## config.mk

```make
export PLATFORM = sky130hd
export DESIGN_NAME = vfpu_issue_arb
export DESIGN_NICKNAME = d
export VERILOG_FILES = /design/src/rtl/vfpu_issue_arb.sv
export SDC_FILE = /design/constraint.sdc
export NUM_CORES = 1
export LEC_CHECK = 0
export ABC_AREA = 1
export BUFFER_PORTS_ARGS = -buffer_cell sky130_fd_sc_hd__buf_2
export CORE_AREA = 5 5 147 149
export DETAILED_ROUTE_END_ITERATION = 10
export DIE_AREA = 0 0 152 154
export PLACE_DENSITY = 0.7
export SLEW_MARGIN = 10
export SYNTH_ARGS = -nofsm -noshare
export SYNTH_HDL_FRONTEND = slang
export SYNTH_SLANG_ARGS = --single-unit
```

## constraint.sdc

```tcl
create_clock -name clk -period 4.77 [get_ports clk]
set_input_delay 0.2385 -clock clk [delete_from_list [all_inputs] [get_ports clk]]
set_output_delay 0.2385 -clock clk [all_outputs]
set_load 0.03 [all_outputs]
```

## src/rtl/vfpu_issue_arb.sv

```systemverilog
// vfpu_issue_arb -- two-requester round-robin issue arbiter for the VFPU.
//
// Accepts one operation per cycle from requester 0 or 1, registers it onto
// the VFPU issue port, and tracks the issuing requester in an in-order tag
// FIFO. Results return in issue order and are routed back combinationally
// to the requester whose tag sits at the head of the FIFO.
//
// Ports:
//   clk, rst                    clock; asynchronous active-high reset
//   req_vld/req_ins/req_a/b/c   per-requester operation request (i = 0,1)
//   req_rdy                     per-requester accept strobe (combinational)
//   op_vld, vfpu_ins, operand_* registered issue to the VFPU datapath
//   res_rdy, res                in-order VFPU result
//   rsp_vld, rsp_data           per-requester result strobe, shared data
//   busy                        operations outstanding
//   err_unexp                   sticky: result arrived with nothing outstanding

// Per-requester ready/response decode.
module vfpu_issue_lane #(
  parameter logic ID = 1'b0
) (
  input  logic accept,
  input  logic gnt_id,
  input  logic pop,
  input  logic head_id,
  output logic req_rdy,
  output logic rsp_vld
);
  assign req_rdy = accept && (gnt_id == ID);
  assign rsp_vld = pop && (head_id == ID);
endmodule

module vfpu_issue_arb #(
  parameter int DEPTH = 4
) (
  input  logic             clk,
  input  logic             rst,
  input  logic [1:0]       req_vld,
  input  logic [1:0][5:0]  req_ins,
  input  logic [1:0][31:0] req_a,
  input  logic [1:0][31:0] req_b,
  input  logic [1:0][31:0] req_c,
  output logic [1:0]       req_rdy,
  output logic             op_vld,
  output logic [5:0]       vfpu_ins,
  output logic [31:0]      operand_a,
  output logic [31:0]      operand_b,
  output logic [31:0]      operand_c,
  input  logic             res_rdy,
  input  logic [31:0]      res,
  output logic [1:0]       rsp_vld,
  output logic [31:0]      rsp_data,
  output logic             busy,
  output logic             err_unexp
);
  localparam int NUM_REQ = 2;
  localparam int PW      = (DEPTH > 1) ? $clog2(DEPTH) : 1;
  localparam int CW      = $clog2(DEPTH + 1);

  typedef struct packed {
    logic [5:0]  ins;
    logic [31:0] a;
    logic [31:0] b;
    logic [31:0] c;
  } op_t;

  logic          rr;
  logic          gnt_id;
  logic          accept;
  logic          pop;
  logic          empty;
  logic          head_id;
  logic [CW-1:0] cnt;
  logic [PW-1:0] wr_ptr, rd_ptr;
  logic          tag_q [DEPTH];
  op_t           op_q;

  // Pointer holder wins when it is requesting; otherwise the other one,
  // so a lone requester is always granted.
  always_comb begin
    gnt_id = rr;
    if (!req_vld[rr]) gnt_id = ~rr;
  end

  assign empty   = (cnt == '0);
  assign head_id = tag_q[rd_ptr];
  // rst gating keeps the strobes low for the whole reset window, not just
  // after the flops clear.
  assign pop     = res_rdy && !empty && !rst;
  // A same-cycle pop frees a slot, so a full FIFO can still accept.
  assign accept  = (|req_vld) && ((cnt < CW'(DEPTH)) || pop) && !rst;

  for (genvar i = 0; i < NUM_REQ; i++) begin : g_lane
    vfpu_issue_lane #(.ID(1'(i))) u_lane (
      .accept  (accept),
      .gnt_id  (gnt_id),
      .pop     (pop),
      .head_id (head_id),
      .req_rdy (req_rdy[i]),
      .rsp_vld (rsp_vld[i])
    );
  end

  assign rsp_data = res;
  assign busy     = (cnt != '0);

  // Tag storage needs no reset: pointers and count define its contents.
  always_ff @(posedge clk) begin
    if (accept) tag_q[wr_ptr] <= gnt_id;
  end

  always_ff @(posedge clk or posedge rst) begin
    if (rst) begin
      rr        <= 1'b0;
      cnt       <= '0;
      wr_ptr    <= '0;
      rd_ptr    <= '0;
      err_unexp <= 1'b0;
      op_vld    <= 1'b0;
      op_q      <= '0;
    end else begin
      op_vld <= accept;
      if (accept) begin
        rr     <= ~gnt_id;
        wr_ptr <= wr_ptr + PW'(1);
        op_q   <= '{ins: req_ins[gnt_id], a: req_a[gnt_id],
                    b: req_b[gnt_id], c: req_c[gnt_id]};
      end
      if (pop) rd_ptr <= rd_ptr + PW'(1);
      case ({accept, pop})
        2'b10:   cnt <= cnt + CW'(1);
        2'b01:   cnt <= cnt - CW'(1);
        default: cnt <= cnt;
      endcase
      if (res_rdy && empty) err_unexp <= 1'b1;
    end
  end

  assign vfpu_ins  = op_q.ins;
  assign operand_a = op_q.a;
  assign operand_b = op_q.b;
  assign operand_c = op_q.c;
endmodule

```

==> results of run 1 <==
## worst min path at each step
stage,cells past startpoint,start,end,slack [ps]
5_1_grt,3,res_rdy,err_unexp,150
4_1_cts,5,req_a[40],operand_a[8],120
3_3_place_gp,2,rst,operand_a[7],410
3_5_place_dp,2,rst,operand_a[7],430
6_report,5,req_a[41],operand_a[9],150
2_1_floorplan,2,res_rdy,err_unexp,400
## kinds of logic (layout without fill, tap and decap cells)
group | after synthesis | count (layout)
AOI/OAI and AO/OA | 6 | 6
xor gates and xnor gates | 4 | 4
adders and majority gates | 6 | 6
buffers and inverters | 122 | 373
DFF | 116 | 116
and+or+nand+nor | 652 | 652
## final cells by class
cell class / count / area [sq um]
inverter: 19 / 73.8
multi-input combinational: 668 / 2910
fill: 2046 / 11600
timing repair buffer: 324 / 1640
clock buffer: 21 / 460
clock inverter: 9 / 83.8
sequential: 116 / 2920
tap: 270 / 338
## cell usage after synthesis
cell type	n	share of area, %
fa_1	1	0.31
ha_1	5	0.97
edfxtp_1	4	1.9
o21bai_1	1	0.12
dfrtp_1	112	43
a21oi_1	2	0.15
xor2_1	2	0.27
nor2_4	1	0.17
nand2_1	434	25
nand2_2	1	0.097
buf_2	47	3.6
buf_1	5	0.29
o21ai_1	1	0.077
nor2_2	1	0.097
nand3_1	206	16
buf_6	1	0.17
o21ai_0	1	0.077
inv_1	18	1.0
o21ai_2	1	0.14
buf_4	40	4.6
clkbuf_1	10	0.58
inv_2	1	0.058
xnor2_1	2	0.27
nor2_1	9	0.52
## per-layer routing
metal / track usage (%) / wire length (um) / share of wire [%] / vias up
li1: - / - / - / 3319
met1: 21.5 / 8670 / 44 / 3072
met2: 26.0 / 9110 / 46 / 306
met3: 5.34 / 1650 / 8.3 / 40
met4: 5.52 / 466 / 2.3 / 0
met5: 0 / 0 / 0 / -
## worst max-delay path, delay by kind of cell
| kind | cells | cell delay [ps] |
|---|---|---|
| buffers and inverters | 6 | 1870 |
| AND/OR/NAND/NOR | 2 | 260 |
| AO/OA/AOI/OAI | 1 | 230 |
## registers in the layout, indices dropped and copies added (netlist names), 2 cells and up
signal,cells
operand_a,32
tag_q,4
vfpu_ins,6
operand_b,32
wr_ptr,2
rd_ptr,2
cnt,3
operand_c,32
## stage by stage
stage / instance area, sq um / utilization [%] / worst slack, ps / std cells
3_3_place_gp: 7870 / 39.3 / 2370 / 1396
6_report: 8430 / 42.1 / 1930 / 1427
3_5_place_dp: 7870 / 39.3 / 2380 / 1396
5_1_grt: 8430 / 42.1 / 1620 / 1427
2_1_floorplan: 6470 / - / 875 / 906
4_1_cts: 8430 / 42.1 / 1820 / 1427
## what timing repair did
action / CTS / global route
buffers inserted: 0 / 0
endpoints found under the hold margin: 17 / 0
hold buffers: 1 / 0
## power breakdown
| part | total, uW | leakage (uW) | internal [uW] | switching (uW) |
|---|---|---|---|---|
| clock | 1170 | 0.000257 | 735 | 439 |
| sequential | 1660 | 0.00142 | 1420 | 244 |
| combinational | 2670 | 0.00335 | 758 | 1910 |
| total | 5500 | 0.00502 | 2910 | 2590 |
==> results.md, run 1 <==
* Status: finished, final reports clean
* Vias in the first global route at 6,357
* Slowest cell on crit path: dlygate4sd3_1
* F_max at 352 MHz
* RSZ-0062 raised after global routing: no
* Final hold violation count at 0
* Reg-to-reg critical path startpoint: cnt[2]
* CTS tree: done
* Mux contribution to synthesized area at 0%
* Area Growth Syn to Fin at 30.3%
* Worst EP arrival at 2600 ps
* Port-buffer cells at 317
* Final antenna diode count at 0
* Min Tclk post-route at 2840 ps
* Power Total at 5500 uW
* Syn_nets at 1,153
* Startpoint types: input port
* Yosys reg bits at 116
* Die width at 152 um
* Setup Crit Path Kind: input port to primary output
* Seq/Total Area, Yosys at 45.2%
* Drt initial violations at 414
* Post-route clock skew at 8.77 ps
* CP peak stage delay at 530 ps
* Layout cells sized above 1 at 31.1%
* DIE AREA at 23,400 sq um
* Crit-path cells: dlygate4sd3_1 -> buf_2 -> inv_4 -> o21ai_1 -> nor2_4 -> buf_4 -> nand2_1 -> inv_1 -> buf_2
* Post-Synth Simple-Gate Area at 42.0%
* Largest family of logic cells by synthesized area: simple AND/OR/NAND/NOR gates
* Slew @ Worst Pin at 1100 ps
* Gr usage total at 16.5%
* Number of CTS-inserted buffers at 17
* Rel. slew slack at 26.4%
* XOR/XNOR share of the synthesized area at 0.542%
* Clk_lat worst skew at 400 ps
* Initial Util at 32.3%
* Post-Route Setup TNS at 0 ps
* Fin. max-slew vios at 0
* Final worst path period share at 59.6%
* H-tree levels at 4
* Routed vias/inst at 4.72
* First-pass GRT wire length at 32,100 um
* ANT nets after route at 0
* CP required at 4530 ps
* Power per cell area at 653 nW/um^2
* Clock transition at path regs at 60 ps
* Adder-cell share of the synthesized area at 1.28%
* Synth warn at 0
* Synthesized cell area at 6470 sq um
* Clk Tree Root Cell: clkbuf_16
* Largest net degree at the start of global routing at 104
* Drt total wl at 19,900 um
* Number of cells on the worst reg-to-reg path at 5
* DRC at 0
* Post-synthesis cell type count at 24
* CP Capture Type: primary output
* CP startpoint: rst
* Leak Pwr at 0.00502 uW
* R2R Setup Slk at 2640 ps
* DIE HEIGHT at 154 um
* Cell mode on critical path: buf_2
* Clock net sink count at 116
* CTS resizes at 0
* CP Max Fanout at 56
* Final setup fails at 0
* Max-cap violations at 0
* Most common cell after layout, fill and taps aside: nand2_1
* Row cnt at 52
* Max IR drop VDD at 0.337 mV
* Routed len/inst at 13.9 um
* Nets at 1,393
* Hold WS at 153 ps
* GPL Wtd Cong at 0.931
* Grt total ovfl at 0
* DP HPWL at 14,000 um
* Avg Inst Size Synth at 7.14 sq um
* Worst setup path endpoint: req_rdy[0]
* Drt pass-1 iters at 5
* Initial antenna violation count at 0
* Compound-gate portion of the synthesized area at 0.561%
* Number of I/O pins at 382
* Most frequent cells in the layout: nand2_1, buf_2, nand3_1
* Mapped Cells at 906
* Core area at 20,000 sq um
* Clock Tree Buf Depth at 2
* RR Endpoint: tag_q[3]
* Hold WC Path Type: input port to flop
* Via Count at 6,737
(Power assumes the default switching activity.)
==> inputs of run 2 (changes only) <==
--- a/config.mk
+++ b/config.mk
@@ -7,10 +7,10 @@
 export LEC_CHECK = 0
 export ABC_AREA = 1
 export BUFFER_PORTS_ARGS = -buffer_cell sky130_fd_sc_hd__buf_2
-export CORE_AREA = 5 5 147 149
+export CORE_AREA = 5 5 145 147
 export DETAILED_ROUTE_END_ITERATION = 10
-export DIE_AREA = 0 0 152 154
-export PLACE_DENSITY = 0.7
+export DIE_AREA = 0 0 150 152
+export PLACE_DENSITY = 0.74
 export SLEW_MARGIN = 10
 export SYNTH_ARGS = -nofsm -noshare
 export SYNTH_HDL_FRONTEND = slang
==> constraint.sdc (replaced) <==
create_clock -name clk -period 2.6 [get_ports clk]
set_input_delay 0.13 -clock clk [delete_from_list [all_inputs] [get_ports clk]]
set_output_delay 0.13 -clock clk [all_outputs]
set_load 0.03 [all_outputs]
==> run 2 against run 1 <==
Net effect:
- critical path type is now flop to primary output
- final area grew 1.8%
- total power grew 87%
- critical endpoint unchanged
- combinational power grew 86%
- flip-flop and latch count is the same
- hold slack lost 120 ps
- sequential power grew 85%
- critical path depth shrank 2
- clock-buffer cell count shrank 3
- die area shrank 2.6%
- worst setup slack lost 1600 ps
==> results.md, run 2 (same netlist as run 1, synthesis figures left out) <==
* Status: finished, final reports clean
* DRC at 0 (unchanged)
* Number of CTS-inserted buffers at 17 (unchanged)
* Initial antenna violation count at 0 (unchanged)
* Final worst path period share at 86.2%
* Worst EP arrival at 2110 ps (-490 ps)
* Initial Util at 32.7% (+0.42 points)
* CP Capture Type: primary output
* Drt total wl at 20,400 um (+2.5%)
* Final Util at 43.4% (+1.3 points)
* Hold WS at 35.8 ps (-117 ps)
* Clock transition at path regs at 60 ps (about the same)
* Post-Route Setup TNS at 0 ps (unchanged)
* CTS tree: done
* Setup ws final at 358 ps (-1570 ps)
* Power per cell area at 1200 nW/um^2 (+83%)
* Met1 wire length at 8350 um (-3.7%)
* DP HPWL at 14,900 um (+5.9%)
* Reg area at 2920 sq um (unchanged)
* Vias in the first global route at 6,495 (+2.2%)
* CP Max Fanout at 35 (-38%)
* Hold-fix buffers at CTS at 1 (unchanged)
* Largest net degree at the start of global routing at 113 (+8.7%)
* RSZ-0062 raised after global routing: no
* GPL Wtd Cong at 0.797 (-14%)
* Multi-input gate area at 2910 sq um (+0.26%)
* Post-Place Setup Slack at 639 ps (-1740 ps)
* DIE HEIGHT at 152 um (-1.3%)
* F_max at 446 MHz
* Post-route clock skew at 9.29 ps (+0.516 ps)
* Final hold violation count at 0 (unchanged)
* Row cnt at 52 (unchanged)
* Clock net sink count at 116 (unchanged)
* Area Growth Syn to Fin at 32.6%
* Rel. slew slack at 55.4% (+29 points)
* Grt total ovfl at 0 (unchanged)
* Drt initial violations at 279 (-33%)
* First-pass GRT wire length at 32,100 um (about the same)
* Max IR drop VDD at 0.585 mV (+73%)
* Final setup fails at 0 (unchanged)
* H-tree levels at 4 (unchanged)
* Highest metal used: met4
* Min Tclk post-route at 2240 ps
* Via Count at 6,731 (-0.089%)
* Nets at 1,399 (+0.43%)
* Number of I/O pins at 382 (unchanged)
* DIE AREA at 22,800 sq um (-2.6%)
* Max-cap violations at 0 (unchanged)
* Routed len/inst at 14.2 um (+2.0%)
* CTS resizes at 0 (unchanged)
* Setup Buffers After CTS at 0 (unchanged)
* Metal3 WL at 1840 um (+11%)
* Leak Pwr at 0.00509 uW (+1.3%)
* Fin. max-slew vios at 0 (unchanged)
* Core area at 19,800 sq um (-1.3%)
* Layout cells sized above 1 at 31.9% (+0.82 points)
* Fin area at 8580 sq um (+1.8%)
* Met2 wire len at 9630 um (+5.7%)
* ANT nets after route at 0 (unchanged)
* Hold WC Path Type: input port to flop
* Setup Crit Path Kind: flop to primary output
* Die width at 150 um (-1.3%)
* Clk_lat worst skew at 410 ps (about the same)
* Most common cell after layout, fill and taps aside: nand2_1
* Most frequent cells in the layout: nand2_1, buf_2, nand3_1
* Startpoint types: flop
* Post-DP Area at 8000 sq um (+1.6%)
* Clk Tree Root Cell: clkbuf_16
* Gr usage total at 17.3% (+0.82 points)
* Slew @ Worst Pin at 666 ps (-439 ps)
* Port-buffer cells at 317 (unchanged)
* Final antenna diode count at 0 (unchanged)
* Fill count at 2,070 (+1.2%)
* Drt pass-1 iters at 5 (unchanged)
* CP required at 2470 ps (-2060 ps)
* Routed vias/inst at 4.69 (-0.65%)
* Clock Tree Buf Depth at 2 (unchanged)
run 2: stage by stage:
| step | cells | total power (uW) |
|---|---|---|
| after global routing | 1435 | 11000 |
| after floorplan | 906 | 6650 |
| after detailed placement | 1402 | 8100 |
| after CTS | 1435 | 10400 |
| after global placement | 1402 | 8030 |
| final | 1435 | 10300 |
run 2: metal layers:
layer	track usage, %	vias up
met4	7.97	0
met3	4.94	40
met5	0	-
met1	20.7	3062
li1	-	3337
met2	28.7	292
run 2: path summary, 6_finish.rpt:
kind	to	from	cells after the start	slack, ps
max	req_rdy[0]	rr	7	360
min reg2reg	operand_b[18]	operand_b[18]	2	470
max reg2reg	cnt[2]	cnt[0]	9	650
min	operand_b[4]	req_b[36]	5	40
max in group asynchronous	operand_c[13]	rst	4	1630
min in group asynchronous	rd_ptr[0]	rst	4	470
run 2: area by class of cell:
cell class,count,share of cell area [%]
clock inverter,14,1.52
clock buffer,18,5.12
multi-input combinational,668,34.0
timing repair buffer,330,20.5
sequential,116,34.1
tap,270,3.94
inverter,19,0.875
run 2: power by group:
part           total (uW)  switching [uW]  internal [uW]  leakage (uW)
logic                4970            3520           1450       0.00340
registers            3070             471           2600       0.00142
clock network        2230             883           1350      0.000265
run 2: critical path, cell delays in order (launching register included):
cell,delay [ps]
dfrtp_1,490
inv_1,160
nand2_4,360
nand2_1,220
inv_1,160
nand2_4,80
inv_2,50
buf_2,190
==> inputs of run 3 (changes only) <==
--- a/config.mk
+++ b/config.mk
@@ -7,10 +7,11 @@
 export LEC_CHECK = 0
 export ABC_AREA = 1
 export BUFFER_PORTS_ARGS = -buffer_cell sky130_fd_sc_hd__buf_2
+export CAP_MARGIN = 15
 export CORE_AREA = 5 5 145 147
 export DETAILED_ROUTE_END_ITERATION = 10
 export DIE_AREA = 0 0 150 152
-export PLACE_DENSITY = 0.74
+export PLACE_DENSITY = 0.72
 export SLEW_MARGIN = 10
 export SYNTH_ARGS = -nofsm -noshare
 export SYNTH_HDL_FRONTEND = slang
==> constraint.sdc (replaced) <==
create_clock -name clk -period 2.75 [get_ports clk]
set_input_delay 0.1375 -clock clk [delete_from_list [all_inputs] [get_ports clk]]
set_output_delay 0.1375 -clock clk [all_outputs]
set_load 0.03 [all_outputs]
==> run 3 against run 2 <==
Net effect:
- clock power up 9.4%
- clock-buffer cell count up 2
- final area up 0.77%
- clock skew down 2.5 ps
- sequential power down 6%
- wire length down 0.36%
- flip-flop and latch count unchanged
- the flow now finishes with violations (hold timing)
- hold slack worse by 47 ps
- critical path depth unchanged
- worst setup slack better by 36 ps
- critical path type unchanged
- total power down 2.3%
==> results.md, run 3 (same netlist as run 1, synthesis figures left out) <==
* Grt met2 use at 29.0% (+0.36 points)
* Max-cap violations at 0 (unchanged)
* Status: finished with violations
* Comb pwr share at 47.0% (-1.4 points)
* Hold WS at -11.4 ps (-47.2 ps)
* Hold-fix buffers at CTS at 0 (-1)
* Layout cells sized above 1 at 31.9% (-0.058 points)
* Row cnt at 52 (unchanged)
* Routed len/inst at 14.2 um (-0.29%)
* Drt initial violations at 387 (+39%)
* Number of I/O pins at 382 (unchanged)
* Final Util at 43.7% (+0.34 points)
* Drt pass-1 iters at 6 (+1)
* Clock net sink count at 116 (unchanged)
* Clk_lat worst skew at 400 ps (about the same)
* Final hold violation count at 13 (+13)
* Min Tclk post-route at 2360 ps
* Max IR drop VDD at 0.503 mV (-14%)
* Most common cell after layout, fill and taps aside: nand2_1
* Routing usage on met3 at 4.83% (-0.12 points)
* Fin. max-slew vios at 0 (unchanged)
* First-pass GRT wire length at 32,200 um (+0.11%)
* Startpoint types: flop
* DIE AREA at 22,800 sq um (unchanged)
* Initial Util at 32.7% (unchanged)
* Crit-path cells: inv_1 -> nand2_4 -> nand2_1 -> inv_1 -> nand2_4 -> inv_2 -> buf_2
* Net Sw Frac at 45.3% (-2.1 points)
* Grt total ovfl at 0 (unchanged)
* CP Max Fanout at 50 (+43%)
* Power Total at 10,000 uW (-2.3%)
* Seq pwr share at 28.7% (-1.2 points)
* GPL Wtd Cong at 0.808 (+1.4%)
* Final worst path period share at 85.7%
* Net load switching power at 4550 uW (-6.7%)
* Final antenna diode count at 0 (unchanged)
* Vias in the first global route at 6,307 (-2.9%)
* DP HPWL at 14,700 um (-1.0%)
* Post-Place Setup Slack at 811 ps (+171 ps)
* Gr usage total at 17.4% (+0.041 points)
* Area Growth Syn to Fin at 33.7%
* Port-buffer cells at 317 (unchanged)
* Multi-input gate area at 2910 sq um (unchanged)
* Clock transition at path regs at 50 ps (about the same)
* Core area at 19,800 sq um (unchanged)
* Cell family with the largest share of critical-path delay: simple AND/OR/NAND/NOR gates
* Setup ws final at 394 ps (+36.3 ps)
* Slowest cell on crit path: dfrtp_1
* Clk pwr share at 24.3% (+2.6 points)
* Leak Pwr at 0.00513 uW (+0.91%)
* R2R Setup Slk at 820 ps (+170 ps)
* Internal power at 5490 uW (+1.6%)
* Initial antenna violation count at 0 (unchanged)
* Reg area at 2920 sq um (unchanged)
* Stages on the worst setup path at 7 (unchanged)
* DRC at 0 (unchanged)
* Nets at 1,398 (-0.071%)
* Violated checks: hold timing
* Worst EP arrival at 2220 ps (+110 ps)
* CTS tree: done
* CTS resizes at 0 (unchanged)
* ANT nets after route at 0 (unchanged)
* Clk Tree Root Cell: clkbuf_16
* Most frequent cells in the layout: nand2_1, buf_2, nand3_1
* DIE HEIGHT at 152 um (unchanged)
* Largest net degree at the start of global routing at 63 (-44%)
* CP peak stage delay at 470 ps (-20 ps)
* Power per cell area at 1160 nW/um^2 (-3.1%)
* GRT met1 Usage at 21.8% (+1.1 points)
* Slew @ Worst Pin at 748 ps (+82.2 ps)
* RSZ-0062 raised after global routing: no
* Clock Tree Buf Depth at 2 (unchanged)
* Setup Crit Path Kind: flop to primary output
* Fill count at 2,044 (-1.3%)
* Rel. slew slack at 50.1% (-5.3 points)
* H-tree levels at 4 (unchanged)
* CP Capture Type: primary output
* CP required at 2610 ps (+140 ps)
* Setup Buffers After CTS at 0 (unchanged)
* CP bufs+invs at 4 (unchanged)
* Finished Layout Cells at 1,434 (-0.070%)
* Busiest grt layer: met2
* Routed vias/inst at 4.65 (-0.79%)
* Final setup fails at 0 (unchanged)
* Via Count at 6,673 (-0.86%)
* Number of cells on the worst reg-to-reg path at 9 (unchanged)
* Number of CTS-inserted buffers at 17 (unchanged)
* Drt total wl at 20,300 um (-0.36%)
* Placed cells at 1,402 (unchanged)
* Hold WC Path Type: input port to async pin
* Post-route clock skew at 6.74 ps (-2.54 ps)
* F_max at 424 MHz
* Die width at 150 um (unchanged)
run 3: final timing paths:
check / start / to
min in group clk: res_rdy / err_unexp
hold reg to reg: operand_a[16] / operand_a[16]
setup reg to reg: cnt[0] / cnt[2]
max in group asynchronous: rst / operand_b[2]
hold / removal: rst / cnt[2]
setup / recovery: rr / req_rdy[0]
run 3: stage by stage:
step / cell area [sq um] / hold slack [ps] / setup TNS, ps
2_1_floorplan: 6510 / 296 / -1120
3_3_place_gp: 7990 / 275 / 0
3_5_place_dp: 7990 / 275 / 0
4_1_cts: 8650 / 4.78 / 0
5_1_grt: 8650 / 37.5 / 0
6_report: 8650 / -11.4 / 0
run 3: worst min-delay path: stages:
cell and delay [ps]:
buf_2 130, clkinvlp_4 70, buf_4 540
run 3: routing by layer:
| metal | vias up | wire, um |
|---|---|---|
| met5 | - | 0 |
| met4 | 0 | 334 |
| met3 | 21 | 1790 |
| met1 | 3045 | 8360 |
| met2 | 262 | 9850 |
| li1 | 3345 | - |
run 3: area by class of cell:
class                      count  area share [%]
tap                          270            3.91
clock inverter                12            2.33
multi-input combinational    668            33.7
clock buffer                  20            5.28
timing repair buffer         329            20.1
inverter                      19           0.868
sequential                   116            33.8
run 3: power groups by stage:
stage               Sequential (uW)  Clock [uW]  Combinational, uW
finish                         2880        2440               4720
global route                   2980        2600               5180
CTS                            2880        2510               4770
detailed placement             2890           0               4770
global placement               2880           0               4710
floorplan                      4230           0               2050
